### src/rtl/d_ram_dma.sv
`timescale 1ns/1ps
// Byte-copy DMA engine that shares the single-port-pair data RAM with the CPU.
// Reads and writes are pipelined one cycle apart; the CPU is stalled while a copy runs.
module d_ram_dma #(
  parameter int addr_width = 11,
  parameter int data_width = 8
) (
  input  logic                  clk,
  input  logic                  rst,
  input  logic                  start,
  input  logic [addr_width-1:0] src,
  input  logic [addr_width-1:0] dst,
  input  logic [addr_width:0]   len,
  output logic                  busy,
  output logic                  done,
  input  logic [addr_width-1:0] cpu_w_addr,
  input  logic [addr_width-1:0] cpu_r_addr,
  input  logic [data_width-1:0] cpu_din,
  input  logic                  cpu_w_en,
  input  logic                  cpu_r_en,
  output logic [data_width-1:0] cpu_dout,
  output logic                  cpu_stall,
  output logic [addr_width-1:0] ram_w_addr,
  output logic [addr_width-1:0] ram_r_addr,
  output logic [data_width-1:0] ram_din,
  output logic                  ram_w_en,
  output logic                  ram_r_en,
  input  logic [data_width-1:0] ram_dout,
  output logic [1:0]            dbg_state
);

  typedef enum logic [1:0] {IDLE = 2'd0, RUN = 2'd1, DRAIN = 2'd2, DONE = 2'd3} state_t;

  state_t                state, state_nxt;
  logic [addr_width-1:0] src_q, dst_q;
  logic [addr_width:0]   len_q, rd_idx, wr_idx;
  logic                  wr_active;

  // A write is due in every cycle that follows a read: RUN after the first read, and DRAIN.
  assign wr_active = ((state == RUN) && (rd_idx != '0)) || (state == DRAIN);

  always_ff @(posedge clk or posedge rst) begin
    if (rst) state <= IDLE;
    else     state <= state_nxt;
  end

  always_ff @(posedge clk or posedge rst) begin
    if (rst) begin
      src_q  <= '0;
      dst_q  <= '0;
      len_q  <= '0;
      rd_idx <= '0;
      wr_idx <= '0;
    end else begin
      if (state == IDLE && start && len != '0) begin
        src_q  <= src;
        dst_q  <= dst;
        len_q  <= len;
        rd_idx <= '0;
        wr_idx <= '0;
      end
      if (state == RUN) rd_idx <= rd_idx + 1'b1;
      if (wr_active)    wr_idx <= wr_idx + 1'b1;
    end
  end

  always_comb begin
    state_nxt = state;
    case (state)
      IDLE:    if (start) state_nxt = (len == '0) ? DONE : RUN;
      RUN:     if (rd_idx == len_q - 1'b1) state_nxt = DRAIN;
      DRAIN:   state_nxt = DONE;
      DONE:    state_nxt = IDLE;
      default: state_nxt = IDLE;
    endcase
  end

  // Outside a copy the RAM belongs to the CPU; enables are held low while reset is applied.
  always_comb begin
    busy       = 1'b0;
    done       = 1'b0;
    ram_w_addr = cpu_w_addr;
    ram_r_addr = cpu_r_addr;
    ram_din    = cpu_din;
    ram_w_en   = cpu_w_en & ~rst;
    ram_r_en   = cpu_r_en & ~rst;
    case (state)
      RUN, DRAIN: begin
        busy       = 1'b1;
        ram_r_en   = (state == RUN);
        ram_r_addr = src_q + rd_idx[addr_width-1:0];
        ram_w_en   = wr_active;
        ram_w_addr = dst_q + wr_idx[addr_width-1:0];
        ram_din    = ram_dout;
      end
      DONE:    done = 1'b1;
      default: ;
    endcase
  end

  assign cpu_dout  = ram_dout;
  assign cpu_stall = busy;
  assign dbg_state = state;

endmodule
### config.mk
export PLATFORM = sky130hd
export DESIGN_NAME = d_ram_dma
export DESIGN_NICKNAME = d
export VERILOG_FILES = /design/src/rtl/d_ram_dma.sv
export SDC_FILE = /design/constraint.sdc
export NUM_CORES = 1
export LEC_CHECK = 0
export CAP_MARGIN = 20
export CORE_UTILIZATION = 25
export DETAILED_ROUTE_END_ITERATION = 6
export GPL_TIMING_DRIVEN = 1
export HOLD_SLACK_MARGIN = 0.02
export PLACE_DENSITY_LB_ADDON = 0.1
export REMOVE_ABC_BUFFERS = 1
export SYNTH_ARGS = -nofsm -noshare
export SYNTH_HDL_FRONTEND = slang
export SYNTH_SLANG_ARGS = --single-unit
### constraint.sdc
create_clock -name clk -period 2.7 [get_ports clk]
set_clock_uncertainty 0.1 [all_clocks]
set_input_delay 0.54 -clock clk [delete_from_list [all_inputs] [get_ports clk]]
set_output_delay 0.54 -clock clk [all_outputs]
set_load 0.01 [all_outputs]
======== Word-level counts from Yosys, hierarchy flattened ========
Index checks and enable logic that the tools add are counted.
word-level totals
  bits in registers ....................... 60
  input port bits ......................... 77
  output and inout port bits .............. 45
  logic and storage cells ................. 46
operators by class
  add/sub/neg operators ................... 5
  eq/ne operators ......................... 6
  muxes and demuxes ....................... 14
  bitwise logic cells ..................... 3
  reductions and logical operators ........ 12
operators with widths
  cell                   count
  $mux 12                3
  $add 12x1->12 const B  2
  $reduce_bool 12->1     2
  $add 11x11->11         2
  $mux 11                2
  $eq 12x12->1           1
  $logic_not 12->1       1
  $sub 12x1->12 const B  1
  $mux 8                 1
  $pmux 2 s4             1
  $mux 2                 3
  $eq 2x2->1 const B     2
  $mux 1                 4
  $reduce_bool 2->1      2
  $logic_and 1x1->1      3
  $and 1x1->1            2
  $eq 2x1->1 const B     1
  $logic_not 2->1        1
  $ne 2x1->1 const B     1
  $ne 2x2->1 const B     1
  $reduce_and 2->1       1
  $reduce_or 2->1        1
  $logic_or 1x1->1       1
  $not 1->1              1

======== Longest topological paths before layout ========
  word-level depth ........................ 5
  mapped depth ............................ 8
  depth with buffers taken out ............ 8

======== Worst setup path after synthesis ========
No wires, ideal clock.
  path type ............................... register to output
  from .................................... register rd_idx[0]
  to ...................................... output ram_r_addr[8]
  data arrival time ....................... 2502 ps
  data required time ...................... 2060 ps
  path slack .............................. -442 ps
  cell stages (with the launch flop) ...... 9
  path buffers ............................ 0
  cell sequence ........................... dfrtp_1 -> ha_1 -> fa_1 -> a21o_1 -> a21oi_1 -> o21ai_0 -> a211o_1 -> and2_1 -> o311ai_0
between the ends
  word-level cells in the longest chain between the ends .. 2
ends and longest elaborated chain
  item                    line  RTL
  start, declared         36    logic [addr_width:0] len_q, rd_idx, wr_idx;
  start signal, assigned  62    if (state == RUN) rd_idx <= rd_idx + 1'b1;
  $add 11x11->11          91    ram_r_addr = src_q + rd_idx[addr_width-1:0];
  $mux 11                 87    case (state)
  end, declared           24    output logic [addr_width-1:0] ram_r_addr,
No other way between the ends.

======== Final worst setup path ========
  from .................................... register src_q[0]
  to ...................................... output ram_r_addr[10]
between the ends
  word-level cells in the longest chain between the ends .. 2
ends and longest elaborated chain
  item                    line  RTL
  start, declared         35    logic [addr_width-1:0] src_q, dst_q;
  start signal, assigned  56    src_q <= src;
  $add 11x11->11          91
  $mux 11                 87
No other way between the ends.

==> impl_metrics.json <==
{
  "min_from": "src_q[2]$_DFFE_PP0P_",
  "hold_ws_ps": 382.5,
  "synth.most_common_cell": "nand2_1",
  "worstRegToRegCells": 8,
  "grt_util_met3": 0.02815,
  "vdd_drop_max_mv": 0.5377,
  "cts_tree": "built",
  "portBuffers": 121,
  "die_h_um": 137.0,
  "failed_checks": "negative setup slack",
  "synth_top_family_by_area": "simple AND/OR/NAND/NOR gates",
  "max_stage_delay_ps": 410,
  "crit_path_start_kind": "flip-flop",
  "die_area_mm2": 0.01877,
  "route.detailed.drc": 0,
  "synth_cell_type_count": 60,
  "holdPathEnd": "src_q[2]$_DFFE_PP0P_",
  "synth_area_leaders": "dfrtp_1, mux2_2, ha_1",
  "cts_sinks": 59,
  "die_x_um": 137.0,
  "clk_pin_slew_ps": 60,
  "io_pins": 122,
  "synthXorXnorAreaFrac": 0.04613,
  "gr-total-overflow": 0,
  "yosys_warnings": 0,
  "reg2reg_slack_ps": 210,
  "p_leak_nw": 3.359,
  "crit_type": "flip-flop to primary output",
  "min_period_over_period": 1.205,
  "grt_max_degree": 60,
  "synth.area.mux_share": 0.08814,
  "cp.arrival_ps": 2610,
  "tightest_slew_ps": 774.5,
  "track_usage": 0.1513,
  "cp_cell_sequence": "ha_2 -> fa_2 -> a21o_1 -> a21oi_2 -> o21ai_2 -> buf_4 -> a2111o_1 -> a311o_1 -> buf_2",
  "start_util": 0.2545,
  "critical_path.max_fanout": 2,
  "core_mm2": 0.01790,
  "grt_pass1_wl_um": 22040,
  "crit_path_top_delay_cell": "a2111o_1",
  "firstDrtPassIters": 4,
  "grt_use_met2": 0.2736,
  "fin_nets": 839,
  "cp.required_ps": 2060,
  "holdBufCountCts": 0,
  "area_delta_synth_final_pct": 56.26,
  "synth-simple-area-share": 0.2249,
  "finalHoldViolations": 0,
  "ys_seq_area_frac": 0.3240,
  "synth_commonest_cells": "nand2_1, dfrtp_1, o21ai_0, mux2_2, nor2_1",
  "dp_hpwl_um": 10480,
  "setup_viol": 16,
  "slew-limit-headroom": 0.4837,
  "power_mw": 8.232,
  "synthAdderAreaFrac": 0.08841,
  "drive_above_1_share": 0.2758,
  "crit_family": "compound AO/OA/AOI/OAI gates",
  "synth-edff-count": 0,
  "drt_wl_total_um": 13580,
  "postLayoutCoreUtil": 0.3978,
  "ys_ff_latch": 59,
  "slew_viol_final": 0,
  "gp_congestion": 0.8091,
  "ys_async_sr_fraction": 1.000,
  "vias_per_cell": 4.694,
  "r2r-end": "dbg_state[0]$_DFFE_PP0P_",
  "path_buf_inv": 2,
  "post_drt_wl_per_cell_um": 14.07,
  "diodes": 0,
  "drv_cap": 0,
  "avgSynthCellArea_um2": 8.598,
  "synthFlopType": "dfrtp_1",
  "max_freq_ghz": 0.3073,
  "yosys.area.top_type": "dfrtp_1",
  "hold_depth": 2,
  "synth.top_cell.area_share": 0.3240,
  "period_needed_ps": 3254,
  "setup_ws_ps": -553.6,
  "antenna_left": 0,
  "ctsRootBufferMaster": "clkbuf_16",
  "status": "complete, but fails checks",
  "hold_path.class": "flip-flop to flip-flop",
  "cts_buffers": 9,
  "power_per_cell_area_mw_per_mm2": 1156,
  "synth-compound-area-share": 0.1782,
  "grt_util_met1": 0.1823,
  "row_count": 49,
  "syn_inst": 530,
  "first_iter_violations": 112,
  "rsz0062_at_grt": "true",
  "antenna_found_initial": 0,
  "crit_path_end_kind": "primary output",
  "grt.busiest_layer": "met2",
  "ctsLongestPathBuffers": 2,
  "netlist_area_mm2": 0.004557,
  "htree_num_levels": 3,
  "vias": 4530,
  "clkLatencyLatePin_ps": 330,
  "grt_pass1_vias": 4446,
  "reg2reg_from": "len_q[0]$_DFFE_PP0P_"
}
[cell type report]
| cell class | count | area, µm² |
|---|---|---|
| fill | 1863 | 10780 |
| multi-input combinational | 421 | 3043 |
| timing repair buffer | 221 | 1962 |
| sequential | 59 | 1476 |
| tap | 229 | 286.5 |
| clock buffer | 12 | 256.5 |
| inverter | 19 | 71.32 |
| clock inverter | 4 | 25.02 |
[how the worst max path moves through the flow]
| stage | start | endpoint | cells past startpoint |
|---|---|---|---|
| after floorplan | dbg_state[1]$_DFFE_PP0P_ | ram_w_addr[9] | 6 |
| after global placement | src_q[0]$_DFFE_PP0P_ | ram_r_addr[8] | 9 |
| after detailed placement | src_q[0]$_DFFE_PP0P_ | ram_r_addr[8] | 9 |
| after CTS | src_q[0]$_DFFE_PP0P_ | ram_r_addr[10] | 9 |
| after global routing | src_q[0]$_DFFE_PP0P_ | ram_r_addr[10] | 9 |
| final | src_q[0]$_DFFE_PP0P_ | ram_r_addr[10] | 9 |
[through the flow]
stage | worst slack (ps) | TNS (ps) | cells | instance area (µm²)
floorplan | -615.5 | -4668 | 499 | 4399
global route | -668.1 | -6741 | 965 | 7121
finish | -553.6 | -4827 | 965 | 7121
global placement | -840.2 | -9280 | 938 | 6593
detailed placement | -863.8 | -10070 | 938 | 6593
CTS | -561.5 | -4973 | 960 | 7000
[registers in the layout, summed over array words and instances, names as in the netlist]
signal / flops
dbg_state: 2
dst_q: 11
len_q: 12
rd_idx: 12
src_q: 11
wr_idx: 11
[cell usage in the layout (no fill, tap or decap), types with 6 or more instances in the layout]
master | synthesis | layout
clkbuf_16 | 0 | 9
mux2_4 | 0 | 7
and3_1 | 10 | 10
o21ai_0 | 37 | 33
a21oi_1 | 21 | 14
dlygate4sd2_1 | 0 | 15
inv_1 | 19 | 18
nor2_1 | 31 | 29
nor4_1 | 7 | 6
a21o_1 | 10 | 10
nand2b_1 | 12 | 12
o31ai_1 | 9 | 8
mux2_2 | 33 | 26
dfrtp_1 | 59 | 59
buf_2 | 0 | 9
a21oi_2 | 0 | 6
clkdlybuf4s50_1 | 0 | 89
xor2_1 | 12 | 12
xnor2_1 | 12 | 9
ha_1 | 29 | 26
buf_4 | 9 | 91
nand3_1 | 20 | 20
buf_6 | 1 | 13
nand2_1 | 88 | 88
[worst min-delay path: stages, from the launching register on]
cell and delay, ps:
dfrtp_1 340, nand2_1 50, nand2_1 50
[report_power, final]
part	total, mW	leakage [nW]	switching (mW)	internal (mW)
sequential	1.53	0.754	0.316	1.21
clock	1.08	0.135	0.414	0.667
combinational	5.63	2.47	2.61	3.02
[repair_timing]
item | 4_1_cts | 5_1_grt
resized for setup | 133 | 16
pin swaps | 31 | 7
endpoints found under the setup margin | 34 | 31
setup buffers | 6 | 6
[metal layers]
| layer | wire, µm | vias to the layer above | part of all wire |
|---|---|---|---|
| met5 | 0 | - | 0 |
| met4 | 109 | 0 | 0.0080 |
| met3 | 428 | 8 | 0.032 |
| met2 | 7100 | 76 | 0.52 |
| met1 | 5940 | 2142 | 0.44 |
| li1 | - | 2304 | - |
[logic make-up (layout without fill, tap and decap cells)]
group,Yosys count,count (layout)
simple gates,210,210
buf+inv,50,256
fa+ha+maj,31,31
flops,59,59
compound gates,120,120
mux,36,36
xor+xnor,24,24
Note: power is estimated with default switching activity, not from simulation.
